### config.mk
export PLATFORM = sky130hd
export DESIGN_NAME = swalloc_seq
export DESIGN_NICKNAME = d
export VERILOG_FILES = /design/src/rtl/swalloc_seq.sv
export SDC_FILE = /design/constraint.sdc
export NUM_CORES = 1
export LEC_CHECK = 0
export CORE_MARGIN = 2
export CORE_UTILIZATION = 45
export CTS_CLUSTER_SIZE = 25
export DETAILED_ROUTE_END_ITERATION = 8
export PLACE_DENSITY = 0.67
export SLEW_MARGIN = 0
export SYNTH_ARGS = -nofsm -noshare
export SYNTH_HDL_FRONTEND = slang
export SYNTH_SLANG_ARGS = --single-unit
### constraint.sdc
create_clock -name clk -period 19.35 [get_ports clk]
set_input_delay 5.805 -clock clk [delete_from_list [all_inputs] [get_ports clk]]
set_output_delay 5.805 -clock clk [all_outputs]
set_load 0.03 [all_outputs]
### src/rtl/swalloc_seq.sv
// Two-stage BLESS port scheduler: stage 1 merges a local injection and ranks slots oldest-first,
// stage 2 runs greedy rank-ordered port allocation with deflection and keeps deflection statistics.
`timescale 1ns/1ps
module swalloc_seq #(
    parameter int AGE_W = 8,
    parameter int CNT_W = 16
) (
    input  logic                 clk,
    input  logic                 reset,
    input  logic [3:0]           in_valid,
    input  logic [4*AGE_W-1:0]   in_age,
    input  logic [15:0]          in_ppv,
    input  logic                 inj_req,
    input  logic [3:0]           inj_ppv,
    output logic                 inj_gnt,
    input  logic                 stat_clr,
    output logic [3:0]           out_valid,
    output logic [7:0]           out_sel,
    output logic [4*AGE_W-1:0]   out_age,
    output logic [3:0]           out_defl,
    output logic [CNT_W-1:0]     defl_cnt
);

    function automatic logic [3:0] lowbit(input logic [3:0] v);
        return v & (~v + 4'd1);
    endfunction

    function automatic logic [2:0] popcount4(input logic [3:0] v);
        logic [2:0] n;
        n = '0;
        for (int i = 0; i < 4; i++) n = n + {2'b00, v[i]};
        return n;
    endfunction

    function automatic logic [AGE_W-1:0] sat_inc_age(input logic [AGE_W-1:0] a);
        return (&a) ? a : a + AGE_W'(1);
    endfunction

    function automatic logic [CNT_W-1:0] sat_add_cnt(input logic [CNT_W-1:0] c, input logic [2:0] n);
        logic [CNT_W:0] sum;
        sum = {1'b0, c} + (CNT_W+1)'(n);
        return sum[CNT_W] ? '1 : sum[CNT_W-1:0];
    endfunction

    // Slot t outranks slot s: valid first, then older, then lower index.
    function automatic logic beats(input logic v_t, input logic v_s,
                                   input logic [AGE_W-1:0] a_t, input logic [AGE_W-1:0] a_s,
                                   input int t, input int s);
        if (v_t != v_s) return v_t;
        if (!v_t)       return t < s;
        if (a_t != a_s) return a_t > a_s;
        return t < s;
    endfunction

    logic [3:0]           vld_p1_d, vld_p1_q;
    logic [4*AGE_W-1:0]   age_p1_d, age_p1_q;
    logic [15:0]          ppv_p1_d, ppv_p1_q;
    logic [7:0]           ord_p1_d, ord_p1_q;

    logic [3:0]           out_valid_d, out_valid_q;
    logic [7:0]           out_sel_d, out_sel_q;
    logic [4*AGE_W-1:0]   out_age_d, out_age_q;
    logic [3:0]           out_defl_d, out_defl_q;
    logic [CNT_W-1:0]     defl_cnt_d, defl_cnt_q;

    logic [3:0]           free_oh;
    int                   rank_cnt;
    logic [3:0]           avail, cand, gnt;
    logic                 dfl;
    int                   slot;

    // Stage 0: injection merge and oldest-first ranking (ord holds slot id per rank)
    always_comb begin
        free_oh  = lowbit(~in_valid);
        inj_gnt  = inj_req & ~(&in_valid) & ~reset;
        vld_p1_d = in_valid;
        age_p1_d = in_age;
        ppv_p1_d = in_ppv;
        for (int s = 0; s < 4; s++) begin
            if (inj_gnt && free_oh[s]) begin
                vld_p1_d[s]                = 1'b1;
                age_p1_d[s*AGE_W +: AGE_W] = '0;
                ppv_p1_d[s*4 +: 4]         = inj_ppv;
            end
        end
        ord_p1_d = '0;
        rank_cnt = 0;
        for (int s = 0; s < 4; s++) begin
            rank_cnt = 0;
            for (int t = 0; t < 4; t++) begin
                if (t != s && beats(vld_p1_d[t], vld_p1_d[s],
                                    age_p1_d[t*AGE_W +: AGE_W], age_p1_d[s*AGE_W +: AGE_W], t, s))
                    rank_cnt = rank_cnt + 1;
            end
            ord_p1_d[rank_cnt*2 +: 2] = 2'(s);
        end
    end

    // Stage 1 register
    always_ff @(posedge clk or posedge reset) begin
        if (reset) begin
            vld_p1_q <= '0;
            age_p1_q <= '0;
            ppv_p1_q <= '0;
            ord_p1_q <= '0;
        end else begin
            vld_p1_q <= vld_p1_d;
            age_p1_q <= age_p1_d;
            ppv_p1_q <= ppv_p1_d;
            ord_p1_q <= ord_p1_d;
        end
    end

    // Stage 1 -> 2: greedy allocation in rank order; at most 4 flits so avail never runs dry
    always_comb begin
        avail       = 4'hF;
        cand        = '0;
        gnt         = '0;
        dfl         = 1'b0;
        slot        = 0;
        out_valid_d = '0;
        out_sel_d   = '0;
        out_age_d   = '0;
        out_defl_d  = '0;
        for (int r = 0; r < 4; r++) begin
            slot = int'(ord_p1_q[r*2 +: 2]);
            if (vld_p1_q[slot]) begin
                cand = ppv_p1_q[slot*4 +: 4] & avail;
                if (cand != '0) begin
                    gnt = lowbit(cand);
                    dfl = 1'b0;
                end else begin
                    gnt = lowbit(avail);
                    dfl = 1'b1;
                end
                avail = avail & ~gnt;
                for (int p = 0; p < 4; p++) begin
                    if (gnt[p]) begin
                        out_valid_d[p]             = 1'b1;
                        out_sel_d[p*2 +: 2]        = ord_p1_q[r*2 +: 2];
                        out_age_d[p*AGE_W +: AGE_W] = sat_inc_age(age_p1_q[slot*AGE_W +: AGE_W]);
                        out_defl_d[p]              = dfl;
                    end
                end
            end
        end
        defl_cnt_d = stat_clr ? '0 : sat_add_cnt(defl_cnt_q, popcount4(out_defl_d));
    end

    // Stage 2 register
    always_ff @(posedge clk or posedge reset) begin
        if (reset) begin
            out_valid_q <= '0;
            out_sel_q   <= '0;
            out_age_q   <= '0;
            out_defl_q  <= '0;
            defl_cnt_q  <= '0;
        end else begin
            out_valid_q <= out_valid_d;
            out_sel_q   <= out_sel_d;
            out_age_q   <= out_age_d;
            out_defl_q  <= out_defl_d;
            defl_cnt_q  <= defl_cnt_d;
        end
    end

    assign out_valid = out_valid_q;
    assign out_sel   = out_sel_q;
    assign out_age   = out_age_q;
    assign out_defl  = out_defl_q;
    assign defl_cnt  = defl_cnt_q;

endmodule

==> metrics.txt <==
drt first pass iters 7; worst reg2reg path depth 19; Syn Area/Cell 10.36 um^2; dpl cell area 0.01054 mm^2; vias per cell 5.944; #FFs+latches synth 124; die area 0.02127 mm^2; largest net degree at the start of global routing 66; Iteration-0 DRC Markers 715; R2R Path Start ord_p1_q[1]$_DFF_PP0_; TritonCTS clock tree yes; asr flop ratio synth 100.0%; status completed; cell count after placement 1239; H-Tree Depth 4; Leakage 4.873 nW; reg-to-reg setup timing slack 12.36 ns; multi-input logic area 0.005598 mm^2; Buffers & Inverters on Critical Path 3; Crit path top cell by count clkdlybuf4s50_1; Syn Nets 1011; Die Y-Extent 145.9 um; Post-Syn Area 0.009055 mm^2; Total Neg Setup Slack 0 ns; cell with the most instances after synthesis dfrtp_1; Power Dens Cells 118.4 mW/mm^2; fraction of layout cells with a size suffix above 1 12.36%; EDFF count, synth 0; CP max stage cell clkdlybuf4s50_1; Hold Slack 0.6201 ns; postcts setup bufs 0; Design Area, Final 0.01112 mm^2; Startpoint Class primary input; port bufs 124; initial core utilization 46.22%; max incr delay on CP 0.71 ns; hold depth 2; DRT Wirelength 24140 um; setup violators final 0; critical path startpoint reset; Hold Path Sink defl_cnt[14]$_DFF_PP0_; top cells by area, synth dfrtp_1, mux4_2, ha_1; Core ar. 0.01959 mm^2; final core occ 56.74%; clk root buf clkbuf_16; Congestion Overflow GR 0; Critical Path AT 7.96 ns; hold_sp defl_cnt[14]$_DFF_PP0_; top_reg_cell synth dfrtp_1; via count 7537; Synth cell types 75; Layout Nets 1130; CP Class in -> out; Crit Reg-Reg Endpoint defl_cnt[9]$_DFF_PP0_; Synth Instances 874; fill count 1704; initial antenna violation count 0; Top delay family on crit path buffers and inverters; clock-pin transition on the worst setup and hold timing paths 0.06 ns; deepest clock path buffer count 2; GRT Total Usage 23.23%; Final HPWL DP 18330 um; later-pin clock latency in the skew report 0.41 ns; GPL Wtd Cong 0.9432; Layout area overhead 22.76%; max-cap check violation count 0; WP data required 13.54 ns; synth warn 0; crit path max fanout 65; Post-CTS Hold Buffers 0; Resized Gates After CTS 0; first-pass GRT wire length 39870 um; worst setup margin 5.588 ns; fin crit period 13.76 ns; ANT cells 0; slew margin rel. 26.72%; Die Width 145.9 um; vias in the first global route 7575; sequential area share after synthesis 34.27%; f_max 72.66 MHz; DRC 0; worst clock skew 0.007414 ns; Hold Path Class reg -> reg; Sequential Area 0.003103 mm^2; fin. max-slew vios 0; top post-synthesis cells by count dfrtp_1, nand2_1, ha_1; Wirelength per Cell 19.04 um; non-filler cells, final 1268; peak supply drop 0.05388 mV; fin crit share 71.12%; worst slew pin tran 1.091 ns; Inserted Clock Buffers 17; largest area contributor in the synthesized netlist dfrtp_1; IO Count 125; Final ANT Viol Nets 0; clk sink count 124; Setup crit end kind primary output; worst path cell trace clkdlybuf4s50_1 > inv_4 > nand2_1 > a41oi_1 > clkdlybuf4s50_1; share of the synthesized area in the top cell type 34.27%; final hold vios 0; Core Rows 51; Power, Total 1.316 mW; Place WS 5.518 ns; RSZ-0062 raised after global routing false
## cell usage in the layout (no fill, tap or decap), types with 18 or more instances in the layout
cell               n
inv_1             54
and3_1            18
ha_1              71
a222oi_1          22
nor2b_1           18
nor2_1            43
a21o_1            38
nand3_1           21
clkdlybuf4s50_1  124
mux2_2            20
a21oi_1           42
nand2_1           79
dfrtp_1          124
mux4_2            50
o21ai_0           27
o21ai_1           38
## report_power, final
group          leakage, nW  switching (mW)  total, mW  internal, mW
sequential            1.56          0.0384      0.349         0.311
clock                0.282           0.108      0.315         0.207
combinational         3.03           0.389      0.652         0.263
## flip-flops by register name (all words and copies together) (netlist names)
| name | count |
|---|---|
| age_p1_q | 32 |
| out_age | 32 |
| defl_cnt | 16 |
| ppv_p1_q | 16 |
| ord_p1_q | 8 |
| out_sel | 8 |
| out_defl | 4 |
| out_valid | 4 |
| vld_p1_q | 4 |
## worst reg2reg max path, delay by kind of cell (launching register included)
| family | cells | cell delay (ns) |
|---|---|---|
| AOI/OAI and AO/OA | 4 | 1.35 |
| adders and majority gates | 2 | 0.63 |
| buffers and inverters | 1 | 0.08 |
| DFF | 1 | 0.88 |
| muxes | 1 | 0.49 |
| and+or+nand+nor | 11 | 3.48 |
## logic make-up (layout without fill, tap and decap cells)
group / count (synthesis) / count (layout) / share of synthesized area (%)
simple gates: 241 / 241 / 13.40
compound gates: 233 / 233 / 17.84
flops: 124 / 124 / 34.27
buf+inv: 87 / 216 / 3.910
mux: 86 / 86 / 16.93
fa+ha+maj: 77 / 77 / 11.14
xor+xnor: 26 / 26 / 2.515
## routing by layer
| metal | vias to the layer above | global-route usage (%) | part of all wire [%] |
|---|---|---|---|
| met2 | 320 | 38.42 | 48 |
| met3 | 44 | 3.354 | 6.6 |
| met4 | 0 | 5.931 | 1.6 |
| met5 | - | 0 | 0 |
| li1 | 3529 | - | - |
| met1 | 3644 | 32.28 | 44 |
## layout make-up
cell class                      count  share of cell area (%)
Inverter                           57                   1.947
Sequential cell                   124                   27.92
Clock buffer                       22                   4.176
Clock inverter                      7                   1.047
Timing Repair Buffer              130                   11.57
Tap cell                          265                   2.983
Multi-Input combinational cell    663                   50.36
## worst max path at each step
stage	slack (ns)	end	depth (start not counted)
after global routing	5.33	inj_gnt	5
final	5.59	inj_gnt	5
after floorplan	4.17	inj_gnt	3
after CTS	5.51	inj_gnt	5
after global placement	5.54	inj_gnt	5
after detailed placement	5.52	inj_gnt	5
No activity file was read; power rests on OpenSTA's default activity.
